<file path="src/rtl/id_ex_stage.sv">
// ID/EX pipeline register for the pipelined RISC-V core.
// Captures decoded operands and control one cycle after Decode, detects
// load-use hazards (stalling PC and IF/ID), forwards a same-cycle writeback
// into the captured operands, inserts bubbles on stall or flush, and keeps
// saturating stall/flush event counters.
module id_ex_stage #(
  parameter int XLEN   = 32,
  parameter int CTRL_W = 8,
  parameter int CNT_W  = 16
) (
  input  logic              clk,
  input  logic              rst,
  input  logic              flush_e,
  input  logic              id_valid,
  input  logic [4:0]        id_rs1,
  input  logic [4:0]        id_rs2,
  input  logic [4:0]        id_rd,
  input  logic [XLEN-1:0]   id_rd1,
  input  logic [XLEN-1:0]   id_rd2,
  input  logic [XLEN-1:0]   id_imm,
  input  logic [XLEN-1:0]   id_pc,
  input  logic              id_reg_write,
  input  logic              id_mem_read,
  input  logic [CTRL_W-1:0] id_ctrl,
  input  logic              wb_we,
  input  logic [4:0]        wb_rd,
  input  logic [XLEN-1:0]   wb_data,
  output logic              stall_fd,
  output logic              ex_valid,
  output logic              ex_reg_write,
  output logic              ex_mem_read,
  output logic [4:0]        ex_rs1,
  output logic [4:0]        ex_rs2,
  output logic [4:0]        ex_rd,
  output logic [XLEN-1:0]   ex_rd1,
  output logic [XLEN-1:0]   ex_rd2,
  output logic [XLEN-1:0]   ex_imm,
  output logic [XLEN-1:0]   ex_pc,
  output logic [CTRL_W-1:0] ex_ctrl,
  output logic [CNT_W-1:0]  stall_cnt,
  output logic [CNT_W-1:0]  flush_cnt
);

  // Everything Execute sees, held as one register so a bubble is a single '0.
  typedef struct packed {
    logic              valid;
    logic              reg_write;
    logic              mem_read;
    logic [4:0]        rs1;
    logic [4:0]        rs2;
    logic [4:0]        rd;
    logic [XLEN-1:0]   rd1;
    logic [XLEN-1:0]   rd2;
    logic [XLEN-1:0]   imm;
    logic [XLEN-1:0]   pc;
    logic [CTRL_W-1:0] ctrl;
  } ex_t;

  localparam logic [CNT_W-1:0] CNT_MAX = '1;

  ex_t              ex_q, ex_d;
  logic [CNT_W-1:0] stall_cnt_q, stall_cnt_d;
  logic [CNT_W-1:0] flush_cnt_q, flush_cnt_d;
  logic             bubble;

  // x0 reads as zero; otherwise a writeback landing this cycle beats the
  // register file value, which has not been updated yet.
  function automatic logic [XLEN-1:0] operand(input logic [4:0]      rs,
                                              input logic [XLEN-1:0] rf_val);
    if (rs == 5'd0)
      return '0;
    else if (wb_we && (wb_rd != 5'd0) && (wb_rd == rs))
      return wb_data;
    else
      return rf_val;
  endfunction

  // Load in EX whose destination is a source of the instruction in ID.
  assign stall_fd = id_valid && ex_q.valid && ex_q.mem_read && (ex_q.rd != 5'd0) &&
                    ((ex_q.rd == id_rs1) || (ex_q.rd == id_rs2));

  assign bubble = flush_e || stall_fd;

  // Next EX contents: a full bubble, or the Decode fields with forwarded operands.
  always_comb begin
    // NOTE: assigning a default before any branch keeps this purely
    // combinational; a path that leaves a field unassigned would infer a latch.
    ex_d = '0;
    if (!bubble) begin
      ex_d.valid     = id_valid;
      ex_d.reg_write = id_valid && id_reg_write;
      ex_d.mem_read  = id_valid && id_mem_read;
      ex_d.rs1       = id_rs1;
      ex_d.rs2       = id_rs2;
      ex_d.rd        = id_rd;
      ex_d.rd1       = operand(id_rs1, id_rd1);
      ex_d.rd2       = operand(id_rs2, id_rd2);
      ex_d.imm       = id_imm;
      ex_d.pc        = id_pc;
      ex_d.ctrl      = id_ctrl;
    end
  end

  // Saturating event counters; a flush takes the credit when both happen.
  always_comb begin
    stall_cnt_d = stall_cnt_q;
    flush_cnt_d = flush_cnt_q;
    if (stall_fd && !flush_e && (stall_cnt_q != CNT_MAX))
      stall_cnt_d = stall_cnt_q + 1'b1;
    if (flush_e && (flush_cnt_q != CNT_MAX))
      flush_cnt_d = flush_cnt_q + 1'b1;
  end

  // Pipeline and counter state; reset clears everything without waiting for a clock.
  always_ff @(posedge clk or posedge rst) begin
    if (rst) begin
      ex_q        <= '0;
      stall_cnt_q <= '0;
      flush_cnt_q <= '0;
    end else begin
      // NOTE: non-blocking assignments make every register sample the
      // pre-edge values, so ordering between these lines cannot matter.
      ex_q        <= ex_d;
      stall_cnt_q <= stall_cnt_d;
      flush_cnt_q <= flush_cnt_d;
    end
  end

  assign ex_valid     = ex_q.valid;
  assign ex_reg_write = ex_q.reg_write;
  assign ex_mem_read  = ex_q.mem_read;
  assign ex_rs1       = ex_q.rs1;
  assign ex_rs2       = ex_q.rs2;
  assign ex_rd        = ex_q.rd;
  assign ex_rd1       = ex_q.rd1;
  assign ex_rd2       = ex_q.rd2;
  assign ex_imm       = ex_q.imm;
  assign ex_pc        = ex_q.pc;
  assign ex_ctrl      = ex_q.ctrl;
  assign stall_cnt    = stall_cnt_q;
  assign flush_cnt    = flush_cnt_q;

endmodule

</file>
<file path="config.mk">
export PLATFORM = sky130hd
export DESIGN_NAME = id_ex_stage
export DESIGN_NICKNAME = d
export VERILOG_FILES = /design/src/rtl/id_ex_stage.sv
export SDC_FILE = /design/constraint.sdc
export NUM_CORES = 1
export LEC_CHECK = 0
export ABC_CLOCK_PERIOD_IN_PS = 14050
export BUFFER_PORTS_ARGS = -buffer_cell sky130_fd_sc_hd__buf_2
export CAP_MARGIN = 20
export CORE_MARGIN = 3
export CORE_UTILIZATION = 25
export DETAILED_ROUTE_END_ITERATION = 10
export PLACE_DENSITY_LB_ADDON = 0.1
export SLEW_MARGIN = 20
export SYNTH_ARGS = -nofsm -noshare
export SYNTH_HDL_FRONTEND = slang
export SYNTH_SLANG_ARGS = --single-unit
</file>
<file path="constraint.sdc">
create_clock -name clk -period 14.05 [get_ports clk]
set_clock_uncertainty 0.15 [all_clocks]
set_input_delay 0.7025 -clock clk [delete_from_list [all_inputs] [get_ports clk]]
set_output_delay 0.7025 -clock clk [all_outputs]
set_load 0.02 [all_outputs]
</file>
Yosys cells after proc, flatten, opt, wreduce, memory -nomap -nowiden
Cells that the tools add are included.

storage, ports and cells
  output and inout bits = 187
  bits in writable memories = 0
  memories kept = 0
  bits in read-only memories = 0
  bits in registers = 186
  latch bits = 0
  input port bits = 195
  word-level logic and storage cells = 45

operators by class
  $add $sub $neg = 2
  equality and inequality tests = 6
  shifts and indexed selects = 0
  bitwise logic cells = 0
  $mul = 0
  $lt $le $gt $ge = 0
  reduce and logical (&&, ||, !) cells = 19
  muxes and demuxes = 5
  divide/modulo/power cells = 0

operators with widths
  operator               number
  $mux 154               1
  $mux 32                4
  $add 16x1->16 const B  2
  $ne 16x16->1 const B   2
  $eq 5x5->1             4
  $logic_and 1x1->1      12
  $logic_not 5->1        2
  $reduce_bool 5->1      2
  $logic_or 1x1->1       2
  $logic_not 1->1        1

Depth between registers and ports, before layout
Gate-level depths: netlist of run 1.

  depth in word-level cells = 6
  mapped depth = 7
  depth with buffers taken out = 6

Worst setup path after synthesis of run 1
OpenSTA, ideal clock, no wires.

  path type = input to output
  from = input port id_rs2[4]
  to = output port stall_fd
  data arrival time = 1.485 ns
  stages on the path = 4
  slack = 11.712 ns
  buffers on the path = 0
  required time = 13.197 ns
  cells stage by stage = xnor2_1 > nand3_1 > o22a_1 > nor2_1

on the way
  cells in the longest elaborated chain, start to end = 3

RTL lines
  item               line  source
  start, declared    16    input logic [4:0] id_rs2,
  $eq 5x5->1         80    ((ex_q.rd == id_rs1) || (ex_q.rd == id_rs2));
  $logic_or 1x1->1   80
  $logic_and 1x1->1  79    assign stall_fd = id_valid && ex_q.valid && ex_q.mem_read && (ex_q.rd != 5'd0) &&
  end, declared      28    output logic stall_fd,

No other way between the ends.

Worst setup path in the final report of run 1
  from = register ex_q, in the netlist ex_rd[1]
  to = output port stall_fd

on the way
  cells in the longest elaborated chain, start to end = 3
  elaborated cells on any way between the ends = 6
  those cells by class = eq/ne: 2; reduce/logical: 4

RTL lines
  item                                                          line    source
  start, declared                                               61      ex_t ex_q, ex_d;
  start signal, assigned                                        117     ex_q <= '0;
  start signal, assigned                                        123     ex_q <= ex_d;
  $eq 5x5->1 / $reduce_bool 5->1 (equally long branches)        80, 79
  $logic_or 1x1->1 / $logic_and 1x1->1 (equally long branches)  80, 79
  $logic_and 1x1->1 *                                           79

Mark *: on every way between the ends. The rest lies on a longest branch, timed or not.

==> results of run 1 <==
## synth_stat cells
master | count | share of area (%)
sky130_fd_sc_hd__nand2_1 | 13 | 0.66
sky130_fd_sc_hd__o2111a_1 | 1 | 0.15
sky130_fd_sc_hd__a41oi_1 | 1 | 0.12
sky130_fd_sc_hd__clkbuf_1 | 11 | 0.56
sky130_fd_sc_hd__o22ai_1 | 1 | 0.085
sky130_fd_sc_hd__or2_2 | 1 | 0.085
sky130_fd_sc_hd__nand3_1 | 23 | 1.6
sky130_fd_sc_hd__nor4_1 | 1 | 0.085
sky130_fd_sc_hd__inv_1 | 2 | 0.10
sky130_fd_sc_hd__and2_1 | 89 | 7.6
sky130_fd_sc_hd__o22a_1 | 1 | 0.12
sky130_fd_sc_hd__buf_6 | 6 | 0.92
sky130_fd_sc_hd__dfrtp_1 | 186 | 63
sky130_fd_sc_hd__and4b_1 | 2 | 0.27
sky130_fd_sc_hd__xnor2_1 | 40 | 4.8
sky130_fd_sc_hd__nor2_1 | 73 | 3.7
sky130_fd_sc_hd__ha_1 | 2 | 0.34
sky130_fd_sc_hd__clkbuf_2 | 8 | 0.54
sky130_fd_sc_hd__a21oi_1 | 4 | 0.27
sky130_fd_sc_hd__and4_1 | 6 | 0.72
sky130_fd_sc_hd__or4_4 | 1 | 0.15
sky130_fd_sc_hd__o21a_1 | 2 | 0.20
sky130_fd_sc_hd__nand4b_1 | 1 | 0.12
sky130_fd_sc_hd__o21ai_0 | 1 | 0.068
sky130_fd_sc_hd__and3_1 | 11 | 0.94
sky130_fd_sc_hd__nor4_2 | 2 | 0.34
sky130_fd_sc_hd__nor3_1 | 5 | 0.34
sky130_fd_sc_hd__buf_4 | 1 | 0.10
sky130_fd_sc_hd__mux2_2 | 3 | 0.46
sky130_fd_sc_hd__or4_1 | 2 | 0.20
sky130_fd_sc_hd__xor2_1 | 7 | 0.83
sky130_fd_sc_hd__mux2i_1 | 64 | 8.7
sky130_fd_sc_hd__o2111ai_1 | 1 | 0.12
sky130_fd_sc_hd__o21ai_1 | 3 | 0.20
sky130_fd_sc_hd__a31oi_1 | 1 | 0.085
sky130_fd_sc_hd__nand4_1 | 10 | 0.85
sky130_fd_sc_hd__a21oi_4 | 1 | 0.22
## cell families after synthesis
| logic type | share of synthesized area [%] |
|---|---|
| buf+inv | 2.23 |
| simple gates | 17.6 |
| xor+xnor | 5.60 |
| mux | 9.18 |
| compound gates | 1.65 |
| fa+ha+maj | 0.341 |
| flops | 63.4 |
## area by class of cell
type | count | area [um2] | area share, %
multi-input cells | 373 | 2570 | 24.9
well taps | 384 | 480 | 4.67
clock buffers | 18 | 439 | 4.26
clock inverters | 14 | 165 | 1.60
inverters | 2 | 15.0 | 0.146
diodes | 1 | 2.50 | 0.0243
flip-flops and latches | 186 | 4650 | 45.2
repair buffers | 387 | 1970 | 19.1
## how the worst max path moves through the flow
stage,start,end,cells after the start
finish,ex_rd[1],stall_fd,4
global route,ex_rd[1],stall_fd,4
CTS,ex_rd[1],stall_fd,4
detailed placement,id_rs2[1],ex_rd1[29],6
global placement,ex_rd[1],stall_fd,4
floorplan,rst,ex_ctrl[0],1
## state kept, by name (all words and copies together) (netlist names)
signal	count
ex_ctrl	8
ex_imm	32
ex_mem_read	1
ex_pc	32
ex_rd	5
ex_rd1	32
ex_rd2	32
ex_reg_write	1
ex_rs1	5
ex_rs2	5
ex_valid	1
flush_cnt	16
stall_cnt	16
## through the flow
step | power, uW | instance area [um2]
after floorplan | 703 | 7350
after global placement | 792 | 9660
after detailed placement | 792 | 9660
after CTS | 1300 | 10300
after global routing | 1340 | 10300
final | 1280 | 10300
## power breakdown
group          internal, uW  switching (uW)  total [uW]
sequential              568            22.5         591
clock                   247             252         499
combinational          73.1             113         186
total                   888             387        1280
## layer usage
layer / track usage [%] / vias up
met3: 5.86 / 17
met1: 18.0 / 2648
met4: 3.76 / 4
li1: - / 2717
met2: 25.1 / 249
met5: 0 / -
==> flow_summary.json, run 1 <==
{
  "antenna_violating_nets_post_route": 0,
  "report.final.setup_viol": 0,
  "worstSetupEndpointType": "output pin",
  "timing.rr.start": "ex_rd[1]",
  "dpl.hpwl_mm": 17.1,
  "critPathBufInv": 1,
  "routed_wl_mm": 23.6,
  "max_cap_violations": 0,
  "post-route-worst-setup-slack_ns": 10.81,
  "fmaxAchievable_mhz": 309,
  "leakagePower_uw": 0.00525,
  "via_count_of_the_first_global_routing_pass": 6005,
  "design.die.area_um2": 31500,
  "pre_cts_ws_ns": 11.20,
  "htree_num_levels": 4,
  "ctsLongestPathBuffers": 2,
  "critPathLaunchType": "flop",
  "syn-cell-area_um2": 7350,
  "synthesis.nets": 784,
  "drt-vias-per-instance": 4.13,
  "detail_route.iter0.violations": 199,
  "synth.avg_cell_area_um2": 12.5,
  "kind_of_critical_path": "reg -> out",
  "layout.cells.most_common": "sky130_fd_sc_hd__buf_2",
  "period_utilisation_layout_pct": 23.1,
  "nNetsFinal": 1164,
  "grt_remaining_overflow": 0,
  "cts_setup_buffers": 0,
  "synth.ff_latch_count": 186,
  "num-fill-cells": 2992,
  "synth.yosys.warnings": 0,
  "worstPathCellList": "or4_4 -> o2111ai_1 -> nor2_1 -> buf_2",
  "drcViolationCount": 0,
  "synth.yosys.seq_area_share_pct": 63.4,
  "drt-wirelength-per-cell_um": 17.3,
  "peakVddDrop_uv": 65.0,
  "rr_endpoint": "ex_pc[5]",
  "maxSlewViolCount": 0,
  "reg2regPathDepth": 5,
  "hold_buffers": 0,
  "die_width_um": 177,
  "core_area_um2": 28900,
  "routed-wl-met3_mm": 2.29,
  "gr-usage-all-layers_pct": 14.9,
  "num_vias": 5635,
  "layoutNonFillerInstCount": 1365,
  "top_layer": "met5",
  "status": "finished, final reports clean",
  "clk-insertion-delay-late_ns": 0.43,
  "unrepaired_setup_endpoints_after_global_routing": "no",
  "tritoncts": "yes",
  "tightestPinTransition_ns": 1.00,
  "hp-class": "in -> async",
  "timing.critical_path.fanout_max": 4,
  "slew-limit-headroom_pct": 32.9,
  "final_core_util_pct": 35.7,
  "initial_core_util_pct": 25.5,
  "detailroute.wirelength.met2_mm": 11.3,
  "synthToLayoutAreaGrowth_pct": 40.2,
  "wire_length_on_met1_mm": 9.80,
  "port_buffer_count": 381,
  "p_per_area_nw_per_um2": 124,
  "io_pins": 382,
  "tritoncts.num_buffers": 17,
  "hold_slack_ns": 0.281,
  "critPathMaxStageDelay_ns": 0.60,
  "cp_data_arrival_time_ns": 2.39,
  "grt_pass1_wl_mm": 35.8,
  "fraction_of_layout_cells_with_a_size_suffix_above_1_pct": 43.9,
  "root_buffer": "sky130_fd_sc_hd__clkbuf_16",
  "largest_net_degree_at_the_start_of_global_routing": 128,
  "drt_first_pass_iters": 4,
  "placed_cells": 1331,
  "cts_sink_cnt": 186,
  "timing.critical_path.required_ns": 13.20,
  "post_cts_resize_count": 0,
  "crit_family": "simple AND/OR/NAND/NOR gates",
  "critical-path-slowest-cell": "sky130_fd_sc_hd__or4_4",
  "timing.setup.tns_ns": 0,
  "synthesized_instance_count": 587,
  "layout.cells.most_common_list": "sky130_fd_sc_hd__buf_2, sky130_fd_sc_hd__dfrtp_1, sky130_fd_sc_hd__and2_1",
  "row_count": 62,
  "routability_congestion_estimate_from_global_placement": 0.758,
  "floorplan.die.height_um": 177,
  "finalHoldViolations": 0,
  "worst-r2r-setup-slack_ns": 11.45,
  "yosysUniqueCellTypes": 37,
  "initial_antenna_violation_count": 3,
  "finalWorstPathRequiredPeriod_ns": 3.24,
  "cts.clk_slew.worst_paths_ns": 0.08
}
Note: power is estimated with default switching activity, not from simulation.
==> run 2: changes to the inputs <==
--- a/config.mk
+++ b/config.mk
@@ -5,7 +5,8 @@
 export SDC_FILE = /design/constraint.sdc
 export NUM_CORES = 1
 export LEC_CHECK = 0
-export ABC_CLOCK_PERIOD_IN_PS = 14050
+export ABC_AREA = 1
+export ABC_CLOCK_PERIOD_IN_PS = 2860
 export BUFFER_PORTS_ARGS = -buffer_cell sky130_fd_sc_hd__buf_2
 export CAP_MARGIN = 20
 export CORE_MARGIN = 3
==> constraint.sdc (replaced) <==
create_clock -name clk -period 2.86 [get_ports clk]
set_clock_uncertainty 0.15 [all_clocks]
set_input_delay 0.143 -clock clk [delete_from_list [all_inputs] [get_ports clk]]
set_output_delay 0.143 -clock clk [all_outputs]
set_load 0.02 [all_outputs]
==> run 2 against run 1 <==
Core utilization increased by 5.9 points. Design area rose by 28%. Worst hold slack lost 0.038 ns. Sequential share of layout area shrank 9.9 points. Critical path depth up 4. Sequential cell count did not move. First-iteration DRC count increased by 49%.
==> flow_summary.json, run 2 <==
{
  "die_width_um": 186,
  "row_count": 65,
  "synth_edf_count": 0,
  "max_cap_violations": 0,
  "clk-insertion-delay-late_ns": 0.44,
  "peakVddDrop_uv": 382,
  "hp-class": "in -> reg",
  "place_area_um2": 10400,
  "dominant_cell_by_count_in_the_synthesized_netlist": "sky130_fd_sc_hd__dfrtp_1",
  "fraction_of_layout_cells_with_a_size_suffix_above_1_pct": 30.9,
  "num_vias": 8051,
  "synth.ff_latch_count": 186,
  "leakagePower_uw": 0.00717,
  "final_core_util_pct": 41.6,
  "antenna_violating_nets_post_route": 0,
  "synthesis.nets": 1081,
  "gr-usage-all-layers_pct": 17.7,
  "cts_setup_buffers": 0,
  "routed_wl_mm": 30.8,
  "critPathMaxStageDelay_ns": 0.59,
  "routability_congestion_estimate_from_global_placement": 0.797,
  "floorplan.die.height_um": 186,
  "nNetsFinal": 1672,
  "synth.yosys.warnings": 0,
  "maxSlewViolCount": 0,
  "crit_family": "buffers and inverters",
  "finalInstanceArea_um2": 13200,
  "synth_ff_type": "sky130_fd_sc_hd__dfrtp_1",
  "tritoncts.num_buffers": 17,
  "fmaxAchievable_mhz": 393,
  "via_count_of_the_first_global_routing_pass": 8514,
  "timing.setup.tns_ns": 0,
  "placed_cells": 1640,
  "cpMostUsedCell": "sky130_fd_sc_hd__inv_1",
  "initial_core_util_pct": 25.5,
  "tightestPinTransition_ns": 0.809,
  "layoutNonFillerInstCount": 1891,
  "grt_remaining_overflow": 0,
  "unrepaired_setup_endpoints_after_global_routing": "no",
  "critical-path-slowest-cell": "sky130_fd_sc_hd__dlygate4sd3_1",
  "synth.top_cells.by_count": "sky130_fd_sc_hd__dfrtp_1, sky130_fd_sc_hd__nand2_1, sky130_fd_sc_hd__nor2_1",
  "design.die.area_um2": 34500,
  "kind_of_critical_path": "reg -> reg",
  "finalWorstPathRequiredPeriod_ns": 2.55,
  "yosysUniqueCellTypes": 32,
  "synthesized_instance_count": 884,
  "dpl.hpwl_mm": 22.1,
  "grt_pass1_wl_mm": 46.8,
  "cell_type_with_the_largest_total_area_after_synthesis": "sky130_fd_sc_hd__dfrtp_1",
  "status": "finished, final reports clean",
  "period_utilisation_layout_pct": 89.0,
  "slew-limit-headroom_pct": 46.0,
  "main_area_contributors_after_synthesis": "sky130_fd_sc_hd__dfrtp_1, sky130_fd_sc_hd__nand2_1, sky130_fd_sc_hd__nor2_1, sky130_fd_sc_hd__nand4_1, sky130_fd_sc_hd__inv_1",
  "synth_top_cell_area_share_pct": 57.6,
  "critPathLaunchType": "flop",
  "p_per_area_nw_per_um2": 513,
  "core_area_um2": 31700,
  "syn-cell-area_um2": 8090,
  "drcViolationCount": 0,
  "drt-wirelength-per-cell_um": 16.3,
  "worst-r2r-setup-slack_ns": 0.31,
  "worstPathCellList": "inv_1 -> nand4_1 -> o21bai_1 -> inv_1 -> nand2_4 -> nand3_4 -> a21oi_1 -> dlygate4sd3_1",
  "worstSetupEndpointType": "flop",
  "synth.yosys.seq_area_share_pct": 57.6,
  "htree_num_levels": 4,
  "drt-vias-per-instance": 4.26,
  "io_pins": 382,
  "synth.avg_cell_area_um2": 9.15,
  "root_buffer": "sky130_fd_sc_hd__clkbuf_16",
  "postSynth.asyncResetShare_pct": 100,
  "layout.cells.most_common": "sky130_fd_sc_hd__buf_2",
  "synthToLayoutAreaGrowth_pct": 63.2,
  "timing.critical_path.required_ns": 3.08,
  "tritoncts": "yes",
  "largest_net_degree_at_the_start_of_global_routing": 49,
  "ctsLongestPathBuffers": 2,
  "detail_route.iter0.violations": 297,
  "drt_first_pass_iters": 4,
  "report.final.setup_viol": 0,
  "cp_data_arrival_time_ns": 2.76,
  "cts.clk_slew.worst_paths_ns": 0.08,
  "critPathBufInv": 3,
  "finalHoldViolations": 0,
  "cts_sink_cnt": 186,
  "port_buffer_count": 381,
  "layout.cells.most_common_list": "sky130_fd_sc_hd__buf_2, sky130_fd_sc_hd__dlygate4sd3_1, sky130_fd_sc_hd__dfrtp_1",
  "timing.critical_path.fanout_max": 32,
  "initial_antenna_violation_count": 1
}
## run 2: cell count changes after synthesis, sizes merged, moves of 33 or more
cell,previous run,this run
a21oi,5,64
and2,89,0
buf,7,40
inv,2,120
mux2i,64,0
nand2,13,188
nand4,10,71
nor2,73,124
## run 2: power by group
group | switching (uW) | internal [uW] | total [uW] | leakage (uW)
clock | 1120 | 1400 | 2530 | 0.000301
combinational | 774 | 568 | 1340 | 0.00445
sequential | 106 | 2790 | 2900 | 0.00242
## run 2: cell type report
class,count,area [um2]
Multi-Input combinational cell,535,2700
Timing Repair Buffer,615,4270
Clock buffer,18,429
Clock inverter,14,181
Sequential cell,186,4650
Tap cell,402,503
Antenna cell,1,2.50
Fill cell,3207,18500
Inverter,120,457
## run 2: layer usage
| layer | part of all wire (%) | global-route usage, % | vias up |
|---|---|---|---|
| li1 | - | - | 3967 |
| met1 | 41 | 20.5 | 3730 |
| met2 | 49 | 31.2 | 321 |
| met3 | 7.8 | 5.88 | 33 |
| met4 | 2.0 | 5.12 | 0 |
| met5 | 0 | 0 | - |
## run 2: logic make-up after synthesis
kind of cell | Yosys count | share of synthesized area [%]
AOI/OAI and AO/OA | 73 | 4.87
xor gates and xnor gates | 37 | 4.01
adders and majority gates | 2 | 0.309
buffers and inverters | 163 | 9.29
DFF | 186 | 57.6
and+or+nand+nor | 423 | 24.0
## run 2: final timing paths
kind / depth (start not counted) / start / end
worst max-delay path: 8 / ex_rd[3] / ex_rd2[27]
worst min-delay path: 6 / wb_we / ex_rd1[1]
worst max register to register: 8 / ex_rd[3] / ex_rd2[27]
worst min register to register: 1 / flush_cnt[9] / flush_cnt[9]
max in group asynchronous: 4 / rst / stall_cnt[12]
min in group asynchronous: 3 / rst / ex_rd1[8]
## run 2: per-stage QoR
step	power, uW	hold WS [ns]	setup WS [ns]
2_1_floorplan	3570	0.0991	0.174
3_3_place_gp	4080	0.189	0.578
3_5_place_dp	4070	0.188	0.498
4_1_cts	6890	0.206	0.0463
5_1_grt	7110	0.242	0.122
6_report	6770	0.242	0.313
## run 2: what timing repair did
item	4_1_cts	5_1_grt
hold endpoints to repair	183	0
hold buffers	218	0
setup endpoints to repair	0	29
gates resized for setup	0	1
## run 2: worst reg2reg max path: cells and delay by family (launching register included)
kind / cells / cell delay (ns)
buffers and inverters: 3 / 0.86
AND/OR/NAND/NOR: 3 / 0.58
AO/OA/AOI/OAI: 2 / 0.47
flip-flops: 1 / 0.41
